$ cat config.mk
export PLATFORM = sky130hd
export DESIGN_NAME = fetch_queue
export DESIGN_NICKNAME = d
export VERILOG_FILES = /design/src/rtl/fetch_queue.sv
export SDC_FILE = /design/constraint.sdc
export NUM_CORES = 1
export LEC_CHECK = 0
export BUFFER_PORTS_ARGS = -buffer_cell sky130_fd_sc_hd__buf_4
export CAP_MARGIN = 20
export CORE_MARGIN = 2
export CORE_UTILIZATION = 54
export DETAILED_ROUTE_END_ITERATION = 16
export PLACE_DENSITY_LB_ADDON = 0.15
export REMOVE_ABC_BUFFERS = 1
export SYNTH_ARGS = -nofsm -noshare
export SYNTH_HDL_FRONTEND = slang
export SYNTH_SLANG_ARGS = --single-unit
export TNS_END_PERCENT = 10
$ cat constraint.sdc
create_clock -name clock -period 1.55 [get_ports clock]
set_input_delay 0.465 -clock clock [delete_from_list [all_inputs] [get_ports clock]]
set_output_delay 0.465 -clock clock [all_outputs]
set_load 0.01 [all_outputs]
$ cat src/rtl/fetch_queue.sv
// fetch_queue: instruction fetch stage with a 2-entry prefetch queue.
//
// Drives the program ROM address from the fetch PC. It captures the word the
// ROM returns, together with its address, into a two-deep FIFO. The FIFO head
// is offered downstream through a valid/ready handshake. A redirect flushes
// the queue and restarts fetch at the jump target.
//
// Ports:
//   clock        rising-edge clock
//   resetn       asynchronous active-low reset
//   rom_addr     ROM address (the fetch PC register)
//   rom_data     combinational ROM word for rom_addr
//   ir           head instruction, zero when the queue is empty
//   ir_pc        head instruction address, zero when the queue is empty
//   ir_valid     queue is not empty
//   ir_ready     downstream consumes the head this cycle
//   redirect     jump taken: flush and refetch from redirect_pc
//   redirect_pc  jump target
//   stall_count  (FETCH_STALLCNT_EN only) saturating count of cycles with
//                ir_valid high and ir_ready low
//
// Optional feature macro: FETCH_STALLCNT_EN
module fetch_queue #(
    parameter int unsigned ADDR_W   = 8,
    parameter int unsigned INSTR_W  = 35,
    parameter int unsigned PC_STEP  = 4,
    parameter int unsigned RESET_PC = 0
) (
    input  logic               clock,
    input  logic               resetn,
    output logic [ADDR_W-1:0]  rom_addr,
    input  logic [INSTR_W-1:0] rom_data,
    output logic [INSTR_W-1:0] ir,
    output logic [ADDR_W-1:0]  ir_pc,
    output logic               ir_valid,
    input  logic               ir_ready,
    input  logic               redirect,
    input  logic [ADDR_W-1:0]  redirect_pc
`ifdef FETCH_STALLCNT_EN
    ,
    output logic [15:0]        stall_count
`endif
);

    // Shift-style FIFO: slot 0 is always the head. Empty slots hold zeros,
    // so the head registers drive ir/ir_pc directly and read as NOP when empty.
    logic [INSTR_W-1:0] e0_instr, e1_instr, n_e0_instr, n_e1_instr;
    logic [ADDR_W-1:0]  e0_pc, e1_pc, n_e0_pc, n_e1_pc;
    logic               v0, v1, n_v0, n_v1;
    logic [ADDR_W-1:0]  fpc, n_fpc;
    logic               pop, push;

    assign rom_addr = fpc;
    assign ir       = e0_instr;
    assign ir_pc    = e0_pc;
    assign ir_valid = v0;

    // Next-state for the queue and the fetch PC
    always_comb begin
        n_e0_instr = e0_instr;
        n_e0_pc    = e0_pc;
        n_v0       = v0;
        n_e1_instr = e1_instr;
        n_e1_pc    = e1_pc;
        n_v1       = v1;
        n_fpc      = fpc;
        pop        = v0 && ir_ready;
        push       = !v1 || pop;

        if (redirect) begin
            // A head shown with ir_ready high is consumed and flushed with the rest
            n_e0_instr = '0;
            n_e0_pc    = '0;
            n_v0       = 1'b0;
            n_e1_instr = '0;
            n_e1_pc    = '0;
            n_v1       = 1'b0;
            n_fpc      = redirect_pc;
        end else begin
            if (pop) begin
                n_e0_instr = e1_instr;
                n_e0_pc    = e1_pc;
                n_v0       = v1;
                n_e1_instr = '0;
                n_e1_pc    = '0;
                n_v1       = 1'b0;
            end
            if (push) begin
                // Append after the pop has been applied
                if (!n_v0) begin
                    n_e0_instr = rom_data;
                    n_e0_pc    = fpc;
                    n_v0       = 1'b1;
                end else begin
                    n_e1_instr = rom_data;
                    n_e1_pc    = fpc;
                    n_v1       = 1'b1;
                end
                n_fpc = fpc + ADDR_W'(PC_STEP);
            end
        end
    end

    // Queue and fetch PC state
    always_ff @(posedge clock or negedge resetn) begin
        if (!resetn) begin
            e0_instr <= '0;
            e0_pc    <= '0;
            v0       <= 1'b0;
            e1_instr <= '0;
            e1_pc    <= '0;
            v1       <= 1'b0;
            fpc      <= ADDR_W'(RESET_PC);
        end else begin
            e0_instr <= n_e0_instr;
            e0_pc    <= n_e0_pc;
            v0       <= n_v0;
            e1_instr <= n_e1_instr;
            e1_pc    <= n_e1_pc;
            v1       <= n_v1;
            fpc      <= n_fpc;
        end
    end

`ifdef FETCH_STALLCNT_EN
    // Saturating count of cycles where the head waits on downstream
    always_ff @(posedge clock or negedge resetn) begin
        if (!resetn) begin
            stall_count <= 16'd0;
        end else if (ir_valid && !ir_ready && (stall_count != 16'hFFFF)) begin
            stall_count <= stall_count + 16'd1;
        end
    end
`endif

endmodule

Word level (Yosys, flattened, before mapping)
Index checks and enable logic that the tools add are counted.

Bits in registers: 96. Bits of input ports: 47. Output and inout bits: 52. Logic and storage cells: 38.

$add $sub $neg: 1. Muxes and demuxes: 26. Reduce and logical (&&, ||, !) cells: 4.

Operators with widths (number): 2-to-1 mux 35 bit (8); 2-to-1 mux 8 bit (10); adder 8 x 3 -> 8 bit (second input constant) (1); 2-to-1 mux 1 bit (8); nonzero test 2 bit (1); logical AND 1 bit (1); logical NOT 1 bit (1); logical OR 1 bit (1).

Depth between registers and ports, before layout
Gate-level depths: netlist of run 1.

Depth after elaboration: 6. Gate-level depth with buffers: 6. Depth with buffers taken out: 4.

Worst setup path before layout of run 1
No wires, ideal clock.

Path type: input to register. Start: input ir_ready. End: register e0_instr[0] (netlist: ir[0]). Setup time: 0.094 ns. Arrival time: 1.341 ns. Required time: 1.456 ns. Setup slack: 0.115 ns. Cell stages on the path: 6. Path buffers: 3. Cells stage by stage: nand2b_1 > buf_2 > and2_1 > buf_6 > buf_6 > a211oi_1.

Word-level cells in the longest chain between the ends: 6. Elaborated cells on any way between the ends: 8. Classes of those cells: mux (6); reduce/logical (2).

RTL lines: start: declaration (RTL line 36) `input logic ir_ready,`; logical AND 1 bit * (RTL line 67) `pop = v0 && ir_ready;`; 2-to-1 mux 1 bit (RTL line 80) `if (pop) begin`; 2-to-1 mux 1 bit (RTL line 70) `if (redirect) begin`; 2-to-1 mux 35 bit (RTL line 90) `if (!n_v0) begin`; 2-to-1 mux 35 bit * (RTL line 88) `if (push) begin`; 2-to-1 mux 35 bit * (RTL line 70); named net n_e0_instr[0] (RTL line 47) `logic [INSTR_W-1:0] e0_instr, e1_instr, n_e0_instr, n_e1_instr;`; end signal: assignment (RTL line 115) `e0_instr <= n_e0_instr;`; end: declaration (RTL line 47).

Mark *: on every way through the listed nets, which the timed path passes. The rest lies on a longest branch. The select of a mux whose other input is x is not followed. A chain may end at the register's enable or synchronous reset.

Worst setup path after layout of run 1
Start: register v0 (netlist: ir_valid). End: output ir_valid.

RTL lines: start: declaration (RTL line 49) `logic v0, v1, n_v0, n_v1;`; start signal: assignment (RTL line 117) `v0 <= n_v0;`; end: declaration (RTL line 35) `output logic ir_valid,`.

No word-level cell between the ends.

==> reports/qor.txt, run 1 <==
Max-Cap Viols: 0
Layout Cells excl Fill: 606
setup total negative slack: 0 ns
crit path launch type: register
hpwl dp: 7530 µm
area of the die: 0.00889 mm²
Worst Setup Slack, final: 0.0344 ns
# rows: 32
CP Max Fanout: 3
LEAKAGE: 2.95 nW
top cell type's share of synthesized area: 54.5%
Fin Clk Skew: 0.0119 ns
sequential element share of the synthesized area: 54.5%
post-synthesis instance total: 401
CTS tree: done
RePlAce Congestion: 0.768
core box area: 0.00781 mm²
IO Pins: 99
delay-heaviest family, CP: flip-flops
FMAX: 0.660 GHz
nets: 548
Clk pin slew, worst setup/hold paths: 0.09 ns
total CTS buffers: 9
crit end category: output pin
Routed Antenna Nets: 0
htree depth: 3
Seq cells post-synth: 96
starting density of the core: 56.4%
pin count of the biggest net entering global routing: 35
clock buffer depth: 2
CTS Hold Buffers Added: 0
Routed wire per std cell: 20.0 µm
Iter 0 DRT Violations: 255
Max VDD drop: 532 µV
worst-path cell chain: buf_12, buf_6
slowest stage delay, CP: 0.44 ns
post-layout util: 72.3%
worst hold path class: input port to async pin
Unique masters post-synth: 28
share of layout cells above drive strength 1: 30.6%
Critical Path AT: 1.05 ns
WHS: 0.0254 ns
clk sinks: 96
RSZ-0062 raised after global routing: no
TritonRoute pass-1 iters: 5
CTS Root Cell: clkbuf_8
port buffer count: 98
placed cells: 585
Clk Latency, worst-skew pair: 0.36 ns
Die Ht: 94.3 µm
Ys Warns: 0
vias: 3812
status: finished, final reports clean
Final Cycle Share: 97.8%
first-pass GRT wire length: 19800 µm
pre-CTS WS: -0.149 ns
vias per cell: 6.29
Buf/Inv on CP: 2
number of global-route vias before repair: 3845
# setup viols final: 0
Critical Path RT: 1.08 ns
Worst Tran Pin Value: 0.406 ns
max-slew violations: 0
Die Wd: 94.3 µm
minimum clock period: 1.52 ns
pwr/cell area: 980 mW/mm²
endpoints failing hold: 0
global route total overflow: 0
Synth area leaders: dfrtp_1 (55%), a221oi_1 (8.6%), a22o_1 (8.4%)
Crit Path Category: register to output pin
cell accounting for the most synthesized area: dfrtp_1
gr usage total: 28.7%
Slew HR: 73.0%
Routed WL: 12100 µm
DRC Markers: 0
most frequent cells in the layout: buf_4 (117), dfrtp_1 (95), inv_1 (46)
mapped cell area: 0.00440 mm²
Mean Syn Cell Area: 11.0 µm²
CP max stage cell: dfrtp_2
area delta synth->final: 28.2%
Inserted Diodes: 0
commonest non-fill, non-tap cell in the layout: buf_4
antenna violations before repair: 0
-- registers in the layout, indices dropped and copies added, names as in the netlist --
register / flops
rom_addr: 8
ir_valid: 1
ir: 35
e1_pc: 8
e1_instr: 35
v1: 1
ir_pc: 8
-- cell families after synthesis --
family | Yosys count | share of synthesized area (%)
mux | 1 | 0.227
simple gates | 67 | 8.84
compound gates | 143 | 26.5
xor+xnor | 2 | 0.398
buf+inv | 91 | 9.18
fa+ha+maj | 1 | 0.284
flops | 96 | 54.5
-- area by class of cell --
class,count,area [µm²]
Clock buffer,9,124
Clock inverter,6,46.3
Fill cell,564,2160
Inverter,47,176
Multi-Input combinational cell,214,1600
Sequential cell,96,2400
Tap cell,102,128
Timing Repair Buffer,132,1160
-- synthesized netlist by cell type --
library cell   n
a211oi_1      43
a21boi_4       1
a21oi_1        2
a221oi_1      43
a22o_1        42
a31oi_1        2
and2_1         1
and3_1        44
buf_2         17
buf_4          1
buf_6          5
clkbuf_1      21
dfrtp_1       96
ha_1           1
inv_1         47
mux2i_1        1
nand2_1        8
nand2b_1       1
nand3_1        5
nor2_1         3
nor2b_1        1
o211ai_1       2
o21a_1         1
o21ai_0        6
o31ai_1        1
or3_1          1
or4_1          3
xnor2_1        2
-- worst paths after layout --
kind	to	from	cells after the start	slack (ns)
setup / recovery	ir_valid	ir_valid	2	0.03
hold / removal	ir[11]	resetn	1	0.03
setup reg to reg	e1_instr[16]	ir_valid	6	0.08
hold reg to reg	e1_pc[7]	e1_pc[7]	1	0.50
max in group asynchronous	e1_instr[2]	resetn	2	1.04
min in group clock	rom_addr[6]	redirect_pc[6]	3	0.31
-- metal layers --
layer | wire (µm) | up-vias | GRT usage [%] | part of all wire [%]
li1 | - | 1705 | - | -
met1 | 5210 | 1900 | 40.4 | 43
met2 | 5810 | 188 | 45.1 | 48
met3 | 903 | 19 | 4.98 | 7.4
met4 | 204 | 0 | 10.0 | 1.7
met5 | 0 | - | 0 | 0
-- per-stage QoR --
step	total power, W	cell area [µm²]
2_1_floorplan	0.00335	4180
3_3_place_gp	0.00404	5390
3_5_place_dp	0.00407	5390
4_1_cts	0.00555	5640
5_1_grt	0.00578	5650
6_report	0.00553	5650
-- report_power, final --
group / switching [W] / leakage (nW) / internal, W
registers: 0.000148 / 1.26 / 0.00270
logic: 0.000612 / 1.60 / 0.000604
clock network: 0.000886 / 0.0817 / 0.000583
total: 0.00165 / 2.95 / 0.00389
-- what timing repair did --
action                                 4_1_cts  5_1_grt
endpoints found under the hold margin        0        0
gates resized for setup                      1        5
pin swaps                                    0        1
buffers inserted                             5        0
gates cloned                                 1        0
setup endpoints to repair                    1        9
No activity file was read; power rests on OpenSTA's default activity.
==> run 2, diff against run 1 <==
--- a/config.mk
+++ b/config.mk
@@ -10,7 +10,7 @@
 export CORE_MARGIN = 2
 export CORE_UTILIZATION = 54
 export DETAILED_ROUTE_END_ITERATION = 16
-export PLACE_DENSITY_LB_ADDON = 0.15
+export PLACE_DENSITY_LB_ADDON = 0.05
 export REMOVE_ABC_BUFFERS = 1
 export SYNTH_ARGS = -nofsm -noshare
 export SYNTH_HDL_FRONTEND = slang
==> run 2 against run 1 <==
Against the previous run: worst hold slack better by 0.12 ns; final area grew 0.58%; clock power hardly changed; non-clock buffer count grew 1; worst setup slack improved by 0.0037 ns; flip-flop and latch count is the same; highest routed layer unchanged; register-to-register slack got worse by 0.02 ns; sequential share of layout area decreased by 0.24 points; maximum frequency up 0.24%.
==> reports/qor.txt, run 2 (synthesis results as in run 1) <==
status: finished, final reports clean
Routed wire per std cell: 18.7 µm (-6.6%)
first-pass GRT wire length: 18600 µm (-6.0%)
area of the die: 0.00889 mm² (unchanged)
delay-heaviest family, CP: flip-flops
minimum clock period: 1.51 ns (-0.00366 ns)
worst hold path class: input port to async pin
Buf/Inv on CP: 2 (unchanged)
RSZ-0062 raised after global routing: yes
Tot Pwr: 0.00554 W (about the same)
most frequent cells in the layout: buf_4 (118), dfrtp_1 (95), inv_1 (47), and3_1 (43), a221oi_1 (43)
Max-Cap Viols: 0 (unchanged)
port buffer count: 98 (unchanged)
Final Cycle Share: 97.5% (-0.24 points)
Worst Tran Pin Value: 0.497 ns (+0.0919 ns)
vias per cell: 6.17 (-1.9%)
pin count of the biggest net entering global routing: 97 (+180%)
Crit Path Category: register to output pin
Critical Path AT: 1.05 ns (about the same)
pre-CTS WS: -0.125 ns (+0.0240 ns)
commonest non-fill, non-tap cell in the layout: buf_4
Layout Cells excl Fill: 608 (+0.33%)
nets: 549 (+0.18%)
hpwl dp: 7270 µm (-3.5%)
met2 GRT Util: 43.1% (-2.0 points)
pwr/cell area: 975 mW/mm² (-0.49%)
Inserted Diodes: 0 (unchanged)
Worst path depth: 2 (unchanged)
placed cells: 585 (unchanged)
r2r worst-path depth: 5 (-1)
total CTS buffers: 9 (unchanged)
# rows: 32 (unchanged)
DRC Markers: 0 (unchanged)
htree depth: 3 (unchanged)
core box area: 0.00781 mm² (unchanged)
IO Pins: 99 (unchanged)
routing usage on met1: 37.2% (-3.3 points)
endpoints failing hold: 0 (unchanged)
Iter 0 DRT Violations: 197 (-23%)
crit path launch type: register
RePlAce Congestion: 0.828 (+7.8%)
global route total overflow: 0 (unchanged)
clock buffer depth: 2 (unchanged)
Fin Clk Skew: 0.0108 ns (-0.00110 ns)
clk sinks: 96 (unchanged)
Die Wd: 94.3 µm (unchanged)
FMAX: 0.661 GHz (+0.24%)
Routed Antenna Nets: 0 (unchanged)
Clk Latency, worst-skew pair: 0.36 ns (about the same)
grt met3 use: 5.30% (+0.32 points)
TritonRoute pass-1 iters: 5 (unchanged)
max-slew violations: 0 (unchanged)
CTS Root Cell: clkbuf_8
Routed WL: 11400 µm (-6.3%)
starting density of the core: 56.4% (unchanged)
LEAKAGE: 2.96 nW (+0.37%)
# setup viols final: 0 (unchanged)
gr usage total: 26.9% (-1.8 points)
CP max stage cell: dfrtp_2
slowest stage delay, CP: 0.44 ns (about the same)
GRT busiest layer: met2
area delta synth->final: 28.9%
share of layout cells above drive strength 1: 30.8% (+0.27 points)
CP Max Fanout: 5 (+2)
number of global-route vias before repair: 3717 (-3.3%)
vias: 3752 (-1.6%)
crit end category: output pin
Worst Setup Slack, final: 0.0380 ns (+0.00366 ns)
worst-path cell chain: buf_12, buf_6
Slew HR: 66.8% (-6.1 points)
CTS tree: done
antenna violations before repair: 0 (unchanged)
Clk pin slew, worst setup/hold paths: 0.09 ns (about the same)
setup total negative slack: 0 ns (unchanged)
Critical Path RT: 1.08 ns (about the same)
Die Ht: 94.3 µm (unchanged)
Max VDD drop: 596 µV (+12%)
## run 2: changes by cell type in the layout (fill, tap and decap cells not counted), sizes merged
cell,previous run,this run
clkbuf,9,13
clkinv,3,1
## run 2: repair_timing
item	CTS	global route
gates resized for setup	1	7
buffers inserted	2	3
pin swaps	0	4
setup endpoints to repair	2	4
hold endpoints to repair	0	0
hold buffers	0	0
gates cloned	1	1
## run 2: final cells by class
cell class | count | area [µm²]
clock buffer | 12 | 145
clock inverter | 4 | 28.8
fill | 598 | 2130
inverter | 47 | 176
multi-input combinational | 214 | 1620
sequential | 96 | 2400
tap | 102 | 128
timing repair buffer | 133 | 1180
## run 2: power by group
part	total (W)	switching, W	internal (W)
combinational	0.00122	0.000601	0.000616
sequential	0.00284	0.000140	0.00270
clock	0.00148	0.000849	0.000632
total	0.00554	0.00159	0.00395
## run 2: metal layers
layer	share of wire [%]	vias up	wire length [µm]
met5	0	-	0
met4	1.1	0	121
met3	6.0	12	685
met2	49	135	5600
met1	44	1900	4950
li1	-	1705	-
## run 2: worst paths after layout
path                                 from            to  slack [ns]
min                                resetn        ir[20]        0.15
min reg2reg                  e1_instr[24]  e1_instr[24]        0.50
max in group asynchronous          resetn      ir_valid        0.99
max                              ir_valid      ir_valid        0.04
max reg2reg                      ir_valid   rom_addr[7]        0.06
min in group clock         redirect_pc[1]   rom_addr[1]        0.31
## run 2: worst reg2reg max path, cell delays in order, from the launching register on
cell and delay (ns):
dfrtp_2 0.41, buf_12 0.13, buf_4 0.12, a21boi_4 0.07, or4_1 0.51, a31oi_1 0.18
## run 2: per-stage QoR
stage	util [%]	hold slack, ns	instance area, µm²
after detailed placement	68.9	0.475	5380
after global placement	68.9	0.475	5380
after floorplan	-	0.169	4180
after global routing	72.7	0.163	5680
final	72.7	0.149	5680
after CTS	71.8	0.169	5610
==> run 3, diff against run 2 <==
--- a/config.mk
+++ b/config.mk
@@ -5,13 +5,14 @@
 export SDC_FILE = /design/constraint.sdc
 export NUM_CORES = 1
 export LEC_CHECK = 0
-export BUFFER_PORTS_ARGS = -buffer_cell sky130_fd_sc_hd__buf_4
+export BUFFER_PORTS_ARGS = -buffer_cell sky130_fd_sc_hd__buf_2
 export CAP_MARGIN = 20
 export CORE_MARGIN = 2
 export CORE_UTILIZATION = 54
 export DETAILED_ROUTE_END_ITERATION = 16
 export PLACE_DENSITY_LB_ADDON = 0.05
 export REMOVE_ABC_BUFFERS = 1
+export SKIP_CTS_REPAIR_TIMING = 1
 export SYNTH_ARGS = -nofsm -noshare
 export SYNTH_HDL_FRONTEND = slang
 export SYNTH_SLANG_ARGS = --single-unit
==> run 3 against run 2 <==
Against the previous run: die area stayed put; first-iteration DRC count decreased by 1.5%; largest power group unchanged; critical path depth unchanged; critical endpoint unchanged; clock skew grew 0.0034 ns; routed wire length shrank 2.7%; total power increased by 0.65%.
==> reports/qor.txt, run 3 (synthesis results as in run 1) <==
CP Max Fanout: 8 (+3)
Post-DP Area: 0.00512 mm² (-4.8%)
fillcell total: 628 (+5.0%)
placed cells: 588 (+0.51%)
Max VDD drop: 495 µV (-17%)
hpwl dp: 7300 µm (+0.48%)
share of layout cells above drive strength 1: 30.7% (-0.14 points)
number of global-route vias before repair: 3485 (-6.2%)
crit path launch type: register
Layout Cells excl Fill: 607 (-0.16%)
Routed Antenna Nets: 0 (unchanged)
TritonRoute pass-1 iters: 4 (-1)
final instance area: 0.00537 mm² (-5.4%)
crit end category: output pin
LEAKAGE: 2.87 nW (-2.9%)
post-layout util: 68.8% (-3.9 points)
first-pass GRT wire length: 17800 µm (-4.6%)
clk sinks: 96 (unchanged)
commonest non-fill, non-tap cell in the layout: buf_2
Buf/Inv on CP: 2 (unchanged)
Clk Latency, worst-skew pair: 0.36 ns (about the same)
Iter 0 DRT Violations: 194 (-1.5%)
total CTS buffers: 9 (unchanged)
Die Ht: 94.3 µm (unchanged)
status: finished, final reports clean
Crit Path Category: register to output pin
Die Wd: 94.3 µm (unchanged)
Slew HR: 75.7% (+8.8 points)
RePlAce Congestion: 0.760 (-8.2%)
Final Cycle Share: 96.7% (-0.88 points)
vias per cell: 6.16 (-0.24%)
vias: 3737 (-0.40%)
# setup viols final: 0 (unchanged)
Top cell by count, worst path: buf_6
pwr/cell area: 1040 mW/mm² (+6.4%)
area of the die: 0.00889 mm² (unchanged)
gr usage total: 25.9% (-0.98 points)
worst-path cell chain: buf_6, buf_6
Worst Setup Slack, final: 0.0516 ns (+0.0136 ns)
CTS Root Cell: clkbuf_8
core box area: 0.00781 mm² (unchanged)
Worst Tran Pin Value: 0.365 ns (-0.132 ns)
Fin Clk Skew: 0.0142 ns (+0.00337 ns)
max-slew violations: 0 (unchanged)
Tot Pwr: 0.00557 W (+0.65%)
antenna violations before repair: 0 (unchanged)
clock buffer depth: 2 (unchanged)
most frequent cells in the layout: buf_2 (96), dfrtp_1 (95), inv_1 (47), and3_1 (43), a221oi_1 (43)
slowest stage delay, CP: 0.43 ns (about the same)
nets: 548 (-0.18%)
DRC Markers: 0 (unchanged)
worst hold path class: input port to async pin
FMAX: 0.667 GHz (+0.91%)
minimum clock period: 1.50 ns (-0.0136 ns)
Routed WL: 11000 µm (-2.7%)
Critical Path RT: 1.08 ns (about the same)
area delta synth->final: 22.0%
pin count of the biggest net entering global routing: 50 (-48%)
Clk pin slew, worst setup/hold paths: 0.10 ns (about the same)
Routed wire per std cell: 18.2 µm (-2.6%)
global route total overflow: 0 (unchanged)
htree depth: 3 (unchanged)
starting density of the core: 56.4% (unchanged)
pre-CTS WS: -0.121 ns (+0.00374 ns)
delay-heaviest family, CP: flip-flops
# rows: 32 (unchanged)
port buffer count: 98 (unchanged)
CP max stage cell: dfrtp_2
Max-Cap Viols: 0 (unchanged)
CTS tree: done
Critical Path AT: 1.03 ns (-0.02 ns)
endpoints failing hold: 0 (unchanged)
Inserted Diodes: 0 (unchanged)
IO Pins: 99 (unchanged)
## run 3: changes by cell type in the layout (fill, tap and decap cells not counted)
cell / before / now
buf_2: 0 / 96
buf_4: 118 / 26
buf_12: 10 / 7
a211oi_1: 40 / 42
a211oi_2: 3 / 1
clkbuf_1: 2 / 0
bufbuf_16: 1 / 0
bufinv_16: 0 / 1
clkbuf_16: 1 / 0
clkinv_4: 0 / 1
o21ai_0: 5 / 6
o21ai_1: 1 / 0
## run 3: metal layers
metal	track usage, %	share of wire (%)	up-vias
li1	-	-	1707
met2	38.5	47	137
met4	9.30	1.5	0
met5	0	0	-
met3	4.41	6.5	14
met1	38.4	45	1879
## run 3: report_power, final
group | internal [W] | switching, W
clock network | 0.000796 | 0.000890
logic | 0.000475 | 0.000583
registers | 0.00270 | 0.000130
total | 0.00397 | 0.00160
## run 3: final timing paths
path | start | endpoint | slack, ns | depth (start not counted)
setup / recovery | ir_valid | ir_valid | 0.05 | 2
hold / removal | resetn | ir[19] | 0.09 | 2
setup reg to reg | ir_valid | ir[19] | 0.09 | 5
hold reg to reg | e1_instr[8] | e1_instr[8] | 0.50 | 1
max in group asynchronous | resetn | rom_addr[4] | 1.21 | 2
min in group clock | redirect_pc[0] | rom_addr[0] | 0.31 | 3
## run 3: cell type report
cell class | instances | area, µm² | share of cell area [%]
Timing Repair Buffer | 132 | 850 | 15.8
Inverter | 47 | 176 | 3.28
Sequential cell | 96 | 2400 | 44.7
Clock buffer | 10 | 138 | 2.56
Clock inverter | 6 | 67.6 | 1.26
Multi-Input combinational cell | 214 | 1610 | 30.0
Tap cell | 102 | 128 | 2.38
## run 3: stage by stage
step | hold slack [ns] | TNS [ns]
floorplan | 0.169 | -82.78
global placement | 0.475 | -4.86
detailed placement | 0.475 | -7.46
CTS | 0.0899 | -0.233
global route | 0.0870 | -0.0122
finish | 0.0864 | 0
## run 3: worst register-to-register path, stage by stage, from the launching register on
cell and delay (ns):
dfrtp_2 0.39, buf_4 0.17, nand2b_2 0.12, and2_2 0.25, buf_12 0.17, a211oi_1 0.27
